--- config.mk ---
export PLATFORM = sky130hd
export DESIGN_NAME = lifo_fifo_ctrl
export DESIGN_NICKNAME = d
export VERILOG_FILES = /design/src/rtl/lifo_fifo_pkg.sv /design/src/rtl/lifo_fifo_ctrl_wrap_counter.sv /design/src/rtl/lifo_fifo_ctrl.sv
export SDC_FILE = /design/constraint.sdc
export NUM_CORES = 1
export LEC_CHECK = 0
export ABC_CLOCK_PERIOD_IN_PS = 2000
export BUFFER_PORTS_ARGS = -buffer_cell sky130_fd_sc_hd__buf_2
export CAP_MARGIN = 20
export CORE_UTILIZATION = 47
export DETAILED_ROUTE_END_ITERATION = 8
export GPL_TIMING_DRIVEN = 0
export HOLD_SLACK_MARGIN = 0.15
export PLACE_DENSITY = 0.73
export SLEW_MARGIN = 20
export SYNTH_ARGS = -nofsm -noshare
export SYNTH_HDL_FRONTEND = slang
export SYNTH_SLANG_ARGS = --single-unit
--- constraint.sdc ---
create_clock -name clk -period 2 [get_ports clk]
set_clock_uncertainty 0.1 [all_clocks]
set_input_delay 0.3 -clock clk [delete_from_list [all_inputs] [get_ports clk]]
set_output_delay 0.3 -clock clk [all_outputs]
set_load 0.02 [all_outputs]
--- src/rtl/lifo_fifo_pkg.sv ---
// Shared types and defaults for the LIFO/FIFO pointer controller.
package lifo_fifo_pkg;

    localparam int DEF_DEPTH = 4;
    localparam int DEF_AW    = 2;

    localparam logic MODE_FIFO = 1'b0;
    localparam logic MODE_LIFO = 1'b1;

    typedef enum logic [1:0] {
        EMPTY = 2'd0,
        PART  = 2'd1,
        FULL  = 2'd2,
        ERR   = 2'd3
    } state_e;

endpackage

--- src/rtl/lifo_fifo_ctrl_wrap_counter.sv ---
// Modulo-2^AW up/down counter used for the storage pointers.
module wrap_counter
    import lifo_fifo_pkg::*;
#(
    parameter int AW = DEF_AW
) (
    input  logic          clk,
    input  logic          rst_n,
    input  logic          i_clr,
    input  logic          i_inc,
    input  logic          i_dec,
    output logic [AW-1:0] o_q
);

    logic [AW-1:0] r_q;

    always_ff @(posedge clk or negedge rst_n) begin
        if (!rst_n) begin
            r_q <= '0;
        end else if (i_clr) begin
            r_q <= '0;
        end else if (i_inc && !i_dec) begin
            r_q <= r_q + 1'b1;
        end else if (i_dec && !i_inc) begin
            r_q <= r_q - 1'b1;
        end
    end

    assign o_q = r_q;

endmodule

--- src/rtl/lifo_fifo_ctrl.sv ---
// Pointer/occupancy controller for a small LIFO/FIFO storage stage,
// with a sticky error state left only through clr.
module lifo_fifo_ctrl
    import lifo_fifo_pkg::*;
#(
    parameter int DEPTH = DEF_DEPTH,
    parameter int AW    = DEF_AW
) (
    input  logic          clk,
    input  logic          rst_n,
    input  logic          l_f,
    input  logic          write,
    input  logic          del,
    input  logic          clr,
    output logic          wr_en,
    output logic [AW-1:0] wr_addr,
    output logic [AW-1:0] rd_addr,
    output logic [AW:0]   count,
    output logic          empty,
    output logic          full,
    output logic          error,
    output logic [1:0]    state
);

    localparam logic [AW:0] CNT_FULL = (AW+1)'(DEPTH);

    logic [AW-1:0] w_wr_ptr;
    logic [AW-1:0] w_rd_ptr;
    logic [AW:0]   r_cnt;
    logic [AW:0]   w_cnt_nx;
    logic          r_mode;
    state_e        r_state;

    logic w_live;
    logic w_empty;
    logic w_full;
    logic w_lifo;
    logic w_mode_err;
    logic w_under;
    logic w_over;
    logic w_acc;
    logic w_push;
    logic w_pop;
    logic w_both;

    // rst_n gates the request path so outputs settle during reset
    assign w_live     = rst_n && !clr && (r_state != ERR);
    assign w_empty    = (r_cnt == '0);
    assign w_full     = (r_cnt == CNT_FULL);
    assign w_lifo     = (r_mode == MODE_LIFO);
    assign w_mode_err = !w_empty && (l_f != r_mode);
    assign w_under    = del && w_empty;
    assign w_over     = write && !del && w_full;
    assign w_acc      = w_live && !(w_mode_err || w_under || w_over);
    assign w_push     = w_acc && write && !del;
    assign w_pop      = w_acc && del && !write;
    assign w_both     = w_acc && write && del;

    assign wr_en   = w_push || w_both;
    assign wr_addr = (w_both && w_lifo) ? w_wr_ptr - 1'b1 : w_wr_ptr;
    assign rd_addr = w_lifo ? w_wr_ptr - 1'b1 : w_rd_ptr;

    wrap_counter #(.AW(AW)) u_wr_ptr (
        .clk   (clk),
        .rst_n (rst_n),
        .i_clr (clr),
        .i_inc (w_push || (w_both && !w_lifo)),
        .i_dec (w_pop && w_lifo),
        .o_q   (w_wr_ptr)
    );

    wrap_counter #(.AW(AW)) u_rd_ptr (
        .clk   (clk),
        .rst_n (rst_n),
        .i_clr (clr || ((r_state != ERR) && w_lifo)),
        .i_inc ((w_pop || w_both) && !w_lifo),
        .i_dec (1'b0),
        .o_q   (w_rd_ptr)
    );

    always_comb begin
        w_cnt_nx = r_cnt;
        if (w_push) begin
            w_cnt_nx = r_cnt + 1'b1;
        end else if (w_pop) begin
            w_cnt_nx = r_cnt - 1'b1;
        end
    end

    always_ff @(posedge clk or negedge rst_n) begin
        if (!rst_n) begin
            r_cnt   <= '0;
            r_mode  <= MODE_FIFO;
            r_state <= EMPTY;
        end else if (clr) begin
            r_cnt   <= '0;
            r_mode  <= l_f;
            r_state <= EMPTY;
        end else if (r_state != ERR) begin
            if (w_empty) begin
                r_mode <= l_f;
            end
            if (!w_acc) begin
                r_state <= ERR;
            end else begin
                r_cnt <= w_cnt_nx;
                if (w_cnt_nx == '0) begin
                    r_state <= EMPTY;
                end else if (w_cnt_nx == CNT_FULL) begin
                    r_state <= FULL;
                end else begin
                    r_state <= PART;
                end
            end
        end
    end

    assign count = r_cnt;
    assign empty = w_empty;
    assign full  = w_full;
    assign error = (r_state == ERR);
    assign state = r_state;

endmodule
==> Word-level counts from Yosys, hierarchy flattened <==
Index checks and enable logic that the tools add are counted.
{ "totals": {"ff_bits": 10, "input_bits": 6, "output_inout_bits": 13, "wordCells": 77} }
{ "classes": {"n_addsub": 5, "eq_ne": 5, "n_mux": 20, "n_reduce_logical": 42} }
{ "op_table": {"columns": ["op", "n"], "rows": [
  ["$mux W2", 12],
  ["$logic_and A1 B1 Y1", 19],
  ["$mux W3", 5],
  ["$logic_not A1 Y1", 8],
  ["$reduce_bool A2 Y1", 4],
  ["$eq A3 B3 Y1 const B", 2],
  ["$logic_not A3 Y1", 2],
  ["$logic_or A1 B1 Y1", 6],
  ["$add A2 B1 Y2 const B", 2],
  ["$reduce_and A2 Y1", 2],
  ["$add A3 B1 Y3 const B", 1],
  ["$mux W1", 3],
  ["$reduce_bool A3 Y1", 1],
  ["$sub A3 B1 Y3 const B", 1],
  ["$eq A2 B2 Y1 const B", 1],
  ["$ne A2 B2 Y1 const B", 1],
  ["$sub A2 B1 Y2 const B", 1],
  ["$ne A1 B1 Y1", 1]
]} }

==> Logic depth before layout (Yosys ltp) <==
Gate-level depths: netlist (run 1).
{ "depth": {"ltp_word": 17, "mapped_depth": 7, "depth_no_buf": 7} }

==> Modules after synthesis <==
A second synthesis (run 1) with hierarchy kept.
{ "unflattened": {"hier_cells": 100, "hier_area_um2": 873.3} }
{ "modules_own_cells": {"columns": ["module", "n_inst", "cells_each", "area_each_um2", "seq_area_each_um2"], "rows": [
  ["lifo_fifo_ctrl", 1, 78, 628.1, 150.1],
  ["wrap_counter", 2, 11, 122.6, 50.0]
]} }

==> Worst setup path before layout (run 1) <==
Ideal clock, no wire load.
{ "synth_path": {"path_type": "reg2out", "startpoint": "reg r_cnt[0], in the netlist count[0]", "endpoint": "out wr_addr[0]", "arrival_ns": 2.056, "t_required_ns": 1.600, "path_slack_ns": -0.456, "path_stages_with_launch": 8, "n_path_buf": 0, "path_cell_list": "dfrtp_1 -> inv_1 -> ha_1 -> nor2b_2 -> o2bb2ai_2 -> nor3_4 -> and4_1 -> xor2_1"} }
{ "synth_via": {"elab_chain_len": 11, "word_cells_on_any_way": 14, "cone_classes": "1 x eq/ne; 1 x mux; 12 x reduce/logical"} }
{ "synth_lines": {"columns": ["element", "line", "rtl"], "rows": [
  ["start, declared", "lifo_fifo_ctrl.sv:29", "logic [AW:0] r_cnt;"],
  ["start signal, assigned", "lifo_fifo_ctrl.sv:106", "r_cnt <= w_cnt_nx;"],
  ["$logic_not A3 Y1 *", "lifo_fifo_ctrl.sv:48", "assign w_empty = (r_cnt == '0);"],
  ["net empty", "lifo_fifo_ctrl.sv:19", "output logic empty,"],
  ["$logic_not A1 Y1", "lifo_fifo_ctrl.sv:51", "assign w_mode_err = !w_empty && (l_f != r_mode);"],
  ["$logic_and A1 B1 Y1", "lifo_fifo_ctrl.sv:51", null],
  ["$logic_or A1 B1 Y1 * (2 in series)", "lifo_fifo_ctrl.sv:54", "assign w_acc = w_live && !(w_mode_err || w_under || w_over);"],
  ["$logic_not A1 Y1 *", "lifo_fifo_ctrl.sv:54", null],
  ["$logic_and A1 B1 Y1 *", "lifo_fifo_ctrl.sv:54", null],
  ["$logic_and A1 B1 Y1 * (2 in series)", "lifo_fifo_ctrl.sv:57", "assign w_both = w_acc && write && del;"],
  ["$logic_and A1 B1 Y1 *", "lifo_fifo_ctrl.sv:60", "assign wr_addr = (w_both && w_lifo) ? w_wr_ptr - 1'b1 : w_wr_ptr;"],
  ["$mux W2 *", "lifo_fifo_ctrl.sv:60", null],
  ["end, declared", "lifo_fifo_ctrl.sv:16", "output logic [AW-1:0] wr_addr,"]
]} }
Mark *: on every way through the listed nets, which the timed path passes. The rest lies on a longest branch.

==> Worst setup path after layout (run 1) <==
{ "layout_path": {"startpoint": "reg r_cnt[0], in the netlist count[0]", "endpoint": "out wr_addr[0]"} }
{ "layout_via": {"elab_chain_len": 11, "word_cells_on_any_way": 14, "cone_classes": "1 x eq/ne; 1 x mux; 12 x reduce/logical"} }
{ "layout_lines": {"columns": ["element", "line"], "rows": [
  ["$logic_not A3 Y1", "lifo_fifo_ctrl.sv:48"],
  ["$logic_not A1 Y1", "lifo_fifo_ctrl.sv:51"],
  ["$logic_and A1 B1 Y1", "lifo_fifo_ctrl.sv:51"],
  ["$logic_or A1 B1 Y1", "lifo_fifo_ctrl.sv:54"],
  ["$logic_or A1 B1 Y1 *", "lifo_fifo_ctrl.sv:54"],
  ["$logic_not A1 Y1 *", "lifo_fifo_ctrl.sv:54"],
  ["$logic_and A1 B1 Y1 *", "lifo_fifo_ctrl.sv:54"],
  ["$logic_and A1 B1 Y1 * (2 in series)", "lifo_fifo_ctrl.sv:57"],
  ["$logic_and A1 B1 Y1 *", "lifo_fifo_ctrl.sv:60"],
  ["$mux W2 *", "lifo_fifo_ctrl.sv:60"]
]} }
Mark *: on every way between the ends. The rest lies on a longest branch, timed or not.

==> results of run 1 <==
repair_timing:
action,CTS,global route
endpoints found under the hold margin,10,0
resized for setup,4,7
setup buffers,9,1
endpoints found under the setup margin,3,6
hold buffers,1,0
pin swaps,5,2
registers in the layout, summed over array words and instances (netlist names):
signal	count
state	2
r_mode	1
u_wr_ptr.o_q	2
count	3
u_rd_ptr.o_q	2
power by group:
| part | switching (W) | internal (W) | total, W |
|---|---|---|---|
| clock network | 0.0000710 | 0.0000692 | 0.000140 |
| logic | 0.000160 | 0.000135 | 0.000295 |
| registers | 0.0000158 | 0.000215 | 0.000231 |
final timing paths:
path	end	slack, ns
max	wr_addr[0]	-0.25
min	r_mode	0.29
max reg2reg	u_rd_ptr.o_q[0]	0.08
min reg2reg	u_rd_ptr.o_q[1]	0.51
max in group asynchronous	count[1]	0.97
min in group asynchronous	u_wr_ptr.o_q[1]	0.45
per-stage QoR:
step | instance area [sq um] | setup WS [ns] | util [%]
2_1_floorplan | 876 | -0.205 | -
3_3_place_gp | 986 | -0.296 | 62.5
3_5_place_dp | 986 | -0.307 | 62.5
4_1_cts | 1110 | -0.242 | 70.4
5_1_grt | 1140 | -0.347 | 72.4
6_report | 1140 | -0.252 | 72.4
layout make-up:
cell class | instances | area [sq um] | area share [%]
multi-input cells | 73 | 611 | 53.5
flip-flops and latches | 10 | 253 | 22.1
repair buffers | 29 | 190 | 16.7
plain buffers | 4 | 23.8 | 2.08
clock buffers | 3 | 22.5 | 1.97
inverters | 5 | 21.3 | 1.86
well taps | 16 | 20.0 | 1.75
worst max-delay path, delay by kind of cell (launching register included):
family / cells / cell delay [ns]
XOR/XNOR: 1 / 0.15
AO/OA/AOI/OAI: 1 / 0.14
AND/OR/NAND/NOR: 3 / 0.55
buffers and inverters: 2 / 0.19
adder cells (fa/ha/maj): 1 / 0.17
flip-flops: 1 / 0.38
routing by layer:
layer	vias to the layer above	part of all wire [%]	GRT usage, %
met3	4	3.1	5.00
met1	402	42	31.6
met2	20	53	46.0
met5	-	0	0
li1	396	-	-
met4	0	1.5	9.70
layout by cell type, fill, tap and decap left out, types with 3 or more instances in the layout:
| cell type | instances |
|---|---|
| buf_4 | 13 |
| buf_2 | 15 |
| xnor2_1 | 3 |
| inv_1 | 3 |
| nand3b_1 | 4 |
| nor2b_1 | 3 |
| clkbuf_4 | 3 |
| nand2_1 | 7 |
| nor3_1 | 5 |
| a21oi_1 | 6 |
| o21ai_0 | 4 |
| nor2_1 | 3 |
| dfrtp_1 | 8 |
logic make-up (layout without fill, tap and decap cells):
family | Yosys count | in the layout | synth area share (%)
AO/OA/AOI/OAI | 21 | 21 | 17.1
XOR/XNOR | 8 | 8 | 9.37
adder cells (fa/ha/maj) | 3 | 3 | 4.53
buffers and inverters | 10 | 41 | 5.59
flip-flops | 10 | 10 | 30.2
multiplexers | 3 | 3 | 3.93
AND/OR/NAND/NOR | 38 | 38 | 29.3
==> metrics, run 1 <==
Ys Warns 0; syn nets 102; FF+latch count, synth 10; Setup crit end kind output port; Fillers 113; RSZ-0062 raised after global routing yes; Vias 822; Clock Latency Late Sink 0.27 ns; Hold Path Depth 2; Slew Limit Fails 0; top cell type's share of synthesized area 30.2%; core box area 0.00158 sq mm; routed length per instance 15.2 microns; critical hold path startpoint l_f; Worst Max-Slew Pin Slew 0.487 ns; worst setup margin -0.252 ns; CP Cell Sequence inv_2 -> ha_4 -> nor2b_4 -> o2bb2ai_4 -> nor3_4 -> and4_1 -> xor2_2 -> buf_6; io pins 19; post-route DRC violation count 2; Setup TNS -0.501 ns; Placer Congestion 0.808; final hold violation count 0; Max stage delay cell, worst path dfrtp_2; layout cells sized above 1 41.1%; I/O Buffers 18; Netlist Area Pre-Place 828 sq um; vias per inst 5.87; Hold WC Path Type in -> reg; number of synthesized flops with an enable pin 0; run status finished, violations left; antenna violations before repair 0; CTS tree yes; row count 14; Finished Layout Cells 140; Pre-antenna DRT Iters 6; FF-to-FF path depth 8; static leakage 0.509 nW; Initial Util 52.5%; CP max FO 4; Post-Route WL 2.13 mm; nets 135; GRT Overall Usage 26.2%; area delta synth->final 37.8%; Slew Limit Headroom 67.4%; post-route ant nets 0; global-route wire length before repair 3.69 mm; Die Footprint 0.00193 sq mm; crit start category flop; HPWL after DPL 1.41 mm; Tcrit/Tclk final 113%; Synth cell types 39; vias in the first global route 839; Max Root-Sink Buffers 2; VDD IR max 531 uV; count leader, synth dfrtp_1; largest net degree at the start of global routing 11; CTS Sinks 10; Req. time, crit path 1.60 ns; Synth async-reset ratio 100%; Antenna diodes 0; synth top area cells dfrtp_1, ha_1, a21oi_1, xnor2_1, nand3b_1; synthesized area per cell 8.91 sq um; H-tree Lvls 1; worst r2r src count[0]; Final Setup Violations 3; pwr dens 584 mW/mm^2; CP arrival 1.85 ns; clock root cell clkbuf_4; Hold WS 0.287 ns; Tmin final 2.25 ns; kind of critical path reg -> out; number of CTS-inserted buffers 3; Iter 0 DRT Violations 23; Post-Place Cells 127; Max stage delay on crit path 0.38 ns; gr ovfl total 0; Tot Pwr 0.000666 W; fmax 444 MHz; max-cap violation count 0; Die Ht 44.0 microns; Post-synth top flop dfrtp_1; clock transition at the registers of the reported paths 0.08 ns; chip width 44.0 microns; commonest cells in the netlist dfrtp_1, a21oi_1, nand2_1, inv_1, nor3_1; area leader, netlist dfrtp_1; violated checks DRC, setup timing; register area share after synthesis 30.2%; Syn Inst Count 93; Crit. Startpoint count[0]
Power figures use the tool's default switching activity.
==> run 2, diff against run 1 <==
--- a/config.mk
+++ b/config.mk
@@ -8,6 +8,7 @@
 export ABC_CLOCK_PERIOD_IN_PS = 2000
 export BUFFER_PORTS_ARGS = -buffer_cell sky130_fd_sc_hd__buf_2
 export CAP_MARGIN = 20
+export CORE_ASPECT_RATIO = 0.8
 export CORE_UTILIZATION = 47
 export DETAILED_ROUTE_END_ITERATION = 8
 export GPL_TIMING_DRIVEN = 0
==> run 2 against run 1 <==
  * The run ends with setup timing left
  * Combinational power is 4% higher
  * Maximum frequency shrank 1.0%
  * Final area is 3.9% higher
  * Die area about the same
  * Setup slack got worse by 0.023 ns
  * Largest power group unchanged
  * Flip-flop and latch count is the same
  * Register-to-register slack hardly changed
  * Sequential share of layout area fell by 0.84 points
==> metrics, run 2 (synthesis results as in run 1) <==
CP Cell Sequence inv_4 -> ha_4 -> nor2b_4 -> o2bb2ai_4 -> nor3_4 -> and4bb_1 -> xnor2_2 -> buf_4 (was inv_2 -> ha_4 -> nor2b_4 -> o2bb2ai_4 -> nor3_4 -> and4_1 -> xor2_2 -> buf_6); Max Root-Sink Buffers 2 (unchanged); vias in the first global route 753 (was 839); CP top delay family simple AND/OR/NAND/NOR gates (unchanged); met2 wire length 1.10 mm (was 1.13 mm); Pre-antenna DRT Iters 4 (was 6); CP max FO 4 (unchanged); number of CTS-inserted buffers 3 (unchanged); kind of critical path reg -> out (unchanged); CTS Sinks 10 (unchanged); HPWL after DPL 1.37 mm (was 1.41 mm); Fillers 120 (was 113); pwr dens 575 mW/mm^2 (was 584 mW/mm^2); layout cells sized above 1 45.0% (was 41.1%); io pins 19 (unchanged); Post-Route WL 2.31 mm (was 2.13 mm); VDD IR max 506 uV (was 531 uV); most common cell after layout, fill and taps aside buf_4 (was buf_2); worst r2r src count[0] (unchanged); Initial Util 50.4% (was 52.5%); clock transition at the registers of the reported paths 0.07 ns (was 0.08 ns); RSZ-0062 raised after global routing yes (unchanged); Tmin final 2.28 ns (was 2.25 ns); Die Footprint 0.00194 sq mm (was 0.00193 sq mm); antenna violations before repair 0 (unchanged); Hold WS 0.308 ns (was 0.287 ns); fmax 440 MHz (was 444 MHz); Largest register FFs 3 (unchanged); static leakage 0.530 nW (was 0.509 nW); max-cap violation count 0 (unchanged); commonest non-fill, non-tap cells in the layout buf_4, buf_2, dfrtp_1, nand2_1, a21oi_1 (was buf_2, buf_4, dfrtp_1, nand2_1, a21oi_1); Slew Limit Headroom 66.9% (was 67.4%); Finished Layout Cells 151 (was 140); clock root cell clkbuf_4 (unchanged); Max stage delay on crit path 0.39 ns (was 0.38 ns); FF-to-FF path depth 8 (unchanged); I/O Buffers 18 (unchanged); CP arrival 1.88 ns (was 1.85 ns); metal3 WL 78 microns (was 67 microns); cell depth of the worst setup path 8 (unchanged); largest net degree at the start of global routing 11 (unchanged); CTS tree yes (unchanged); Slew Limit Fails 0 (unchanged); run status finished, violations left (unchanged); final hold violation count 0 (unchanged); Crit. Startpoint count[0] (unchanged); Vias 841 (was 822); core box area 0.00164 sq mm (was 0.00158 sq mm); Setup crit end kind output port (unchanged); sum of buffers and inverters on the critical path 2 (unchanged); area delta synth->final 43.2% (was 37.8%); global-route wire length before repair 3.53 mm (was 3.69 mm); violated checks setup timing (was DRC, setup timing); routed length per instance 15.3 microns (was 15.2 microns); GRT Overall Usage 25.5% (was 26.2%); Worst Setup EP wr_addr[1] (was wr_addr[0]); Max stage delay cell, worst path dfrtp_2 (unchanged); post-route ant nets 0 (unchanged); Req. time, crit path 1.60 ns (about the same); worst r2r dst u_rd_ptr.o_q[0] (unchanged); Hold WC Path Type in -> reg (unchanged); uppermost layer routed met4 (unchanged); R2R Setup Slk 0.07 ns (was 0.08 ns); Post-Place Cells 133 (was 127); crit start category flop (unchanged); vias per inst 5.57 (was 5.87); Worst Max-Slew Pin Slew 0.495 ns (was 0.487 ns); Placer Congestion 0.830 (was 0.808); gr ovfl total 0 (unchanged); row count 13 (was 14); Final Setup Violations 3 (unchanged); worst setup margin -0.275 ns (was -0.252 ns); Clock Latency Late Sink 0.26 ns (was 0.27 ns); chip width 48.9 microns (was 44.0 microns); Antenna diodes 0 (unchanged); Tcrit/Tclk final 114% (was 113%); Iter 0 DRT Violations 17 (was 23); post-route DRC violation count 0 (was 2); nets 139 (was 135); Die Ht 39.6 microns (was 44.0 microns); H-tree Lvls 1 (unchanged); met1 WL 1.11 mm (was 903 microns)
## run 2: cell count changes in the layout (fill, tap and decap cells not counted), sizes merged
cell    delta
buf        +4
clkbuf     +1
## run 2: through the flow
step / setup slack (ns) / area [sq um] / TNS [ns] / power, W / utilization [%]
2_1_floorplan: -0.205 / 876 / -0.344 / 0.000408 / -
3_3_place_gp: -0.277 / 993 / -0.564 / 0.000465 / 60.5
3_5_place_dp: -0.294 / 993 / -0.610 / 0.000469 / 60.5
4_1_cts: -0.212 / 1160 / -0.601 / 0.000668 / 70.4
5_1_grt: -0.340 / 1190 / -0.966 / 0.000722 / 72.2
6_report: -0.275 / 1190 / -0.759 / 0.000681 / 72.2
## run 2: how the worst min path moves through the flow
stage	from	to	cells after the start
after CTS	l_f	r_mode	2
after detailed placement	rst_n	u_wr_ptr.o_q[0]	1
after global routing	l_f	r_mode	2
after floorplan	rst_n	count[0]	0
final	l_f	r_mode	2
after global placement	rst_n	u_wr_ptr.o_q[0]	1
## run 2: worst reg2reg max path, stage by stage, from the launching register on
cell and delay (ns):
dfrtp_2 0.39, inv_4 0.05, ha_4 0.16, nor2b_4 0.14, buf_4 0.16, nand3b_1 0.20
or3_4 0.35, a21o_1 0.20, a21oi_2 0.13
## run 2: layout make-up
class	count	area [sq um]	share of cell area, %
Buffer	4	23.8	2.00
Clock buffer	4	26.3	2.22
Inverter	5	21.3	1.79
Multi-Input combinational cell	73	614	51.8
Sequential cell	10	253	21.3
Tap cell	22	27.5	2.32
Timing Repair Buffer	33	220	18.6
## run 2: repair_timing
item                                   CTS  global route
hold buffers                             1             0
setup buffers                           12             3
pin swaps                                6             3
setup endpoints to repair                3             6
endpoints found under the hold margin   10             0
resized for setup                        8             6
## run 2: metal layers
layer | vias up | global-route usage (%)
met5 | - | 0
met4 | 0 | 16.9
met3 | 4 | 4.26
met2 | 28 | 41.3
met1 | 404 | 32.3
li1 | 405 | -
## run 2: where the power goes
group | internal (W) | switching [W]
sequential | 0.000215 | 0.0000154
combinational | 0.000141 | 0.000165
clock | 0.0000769 | 0.0000679
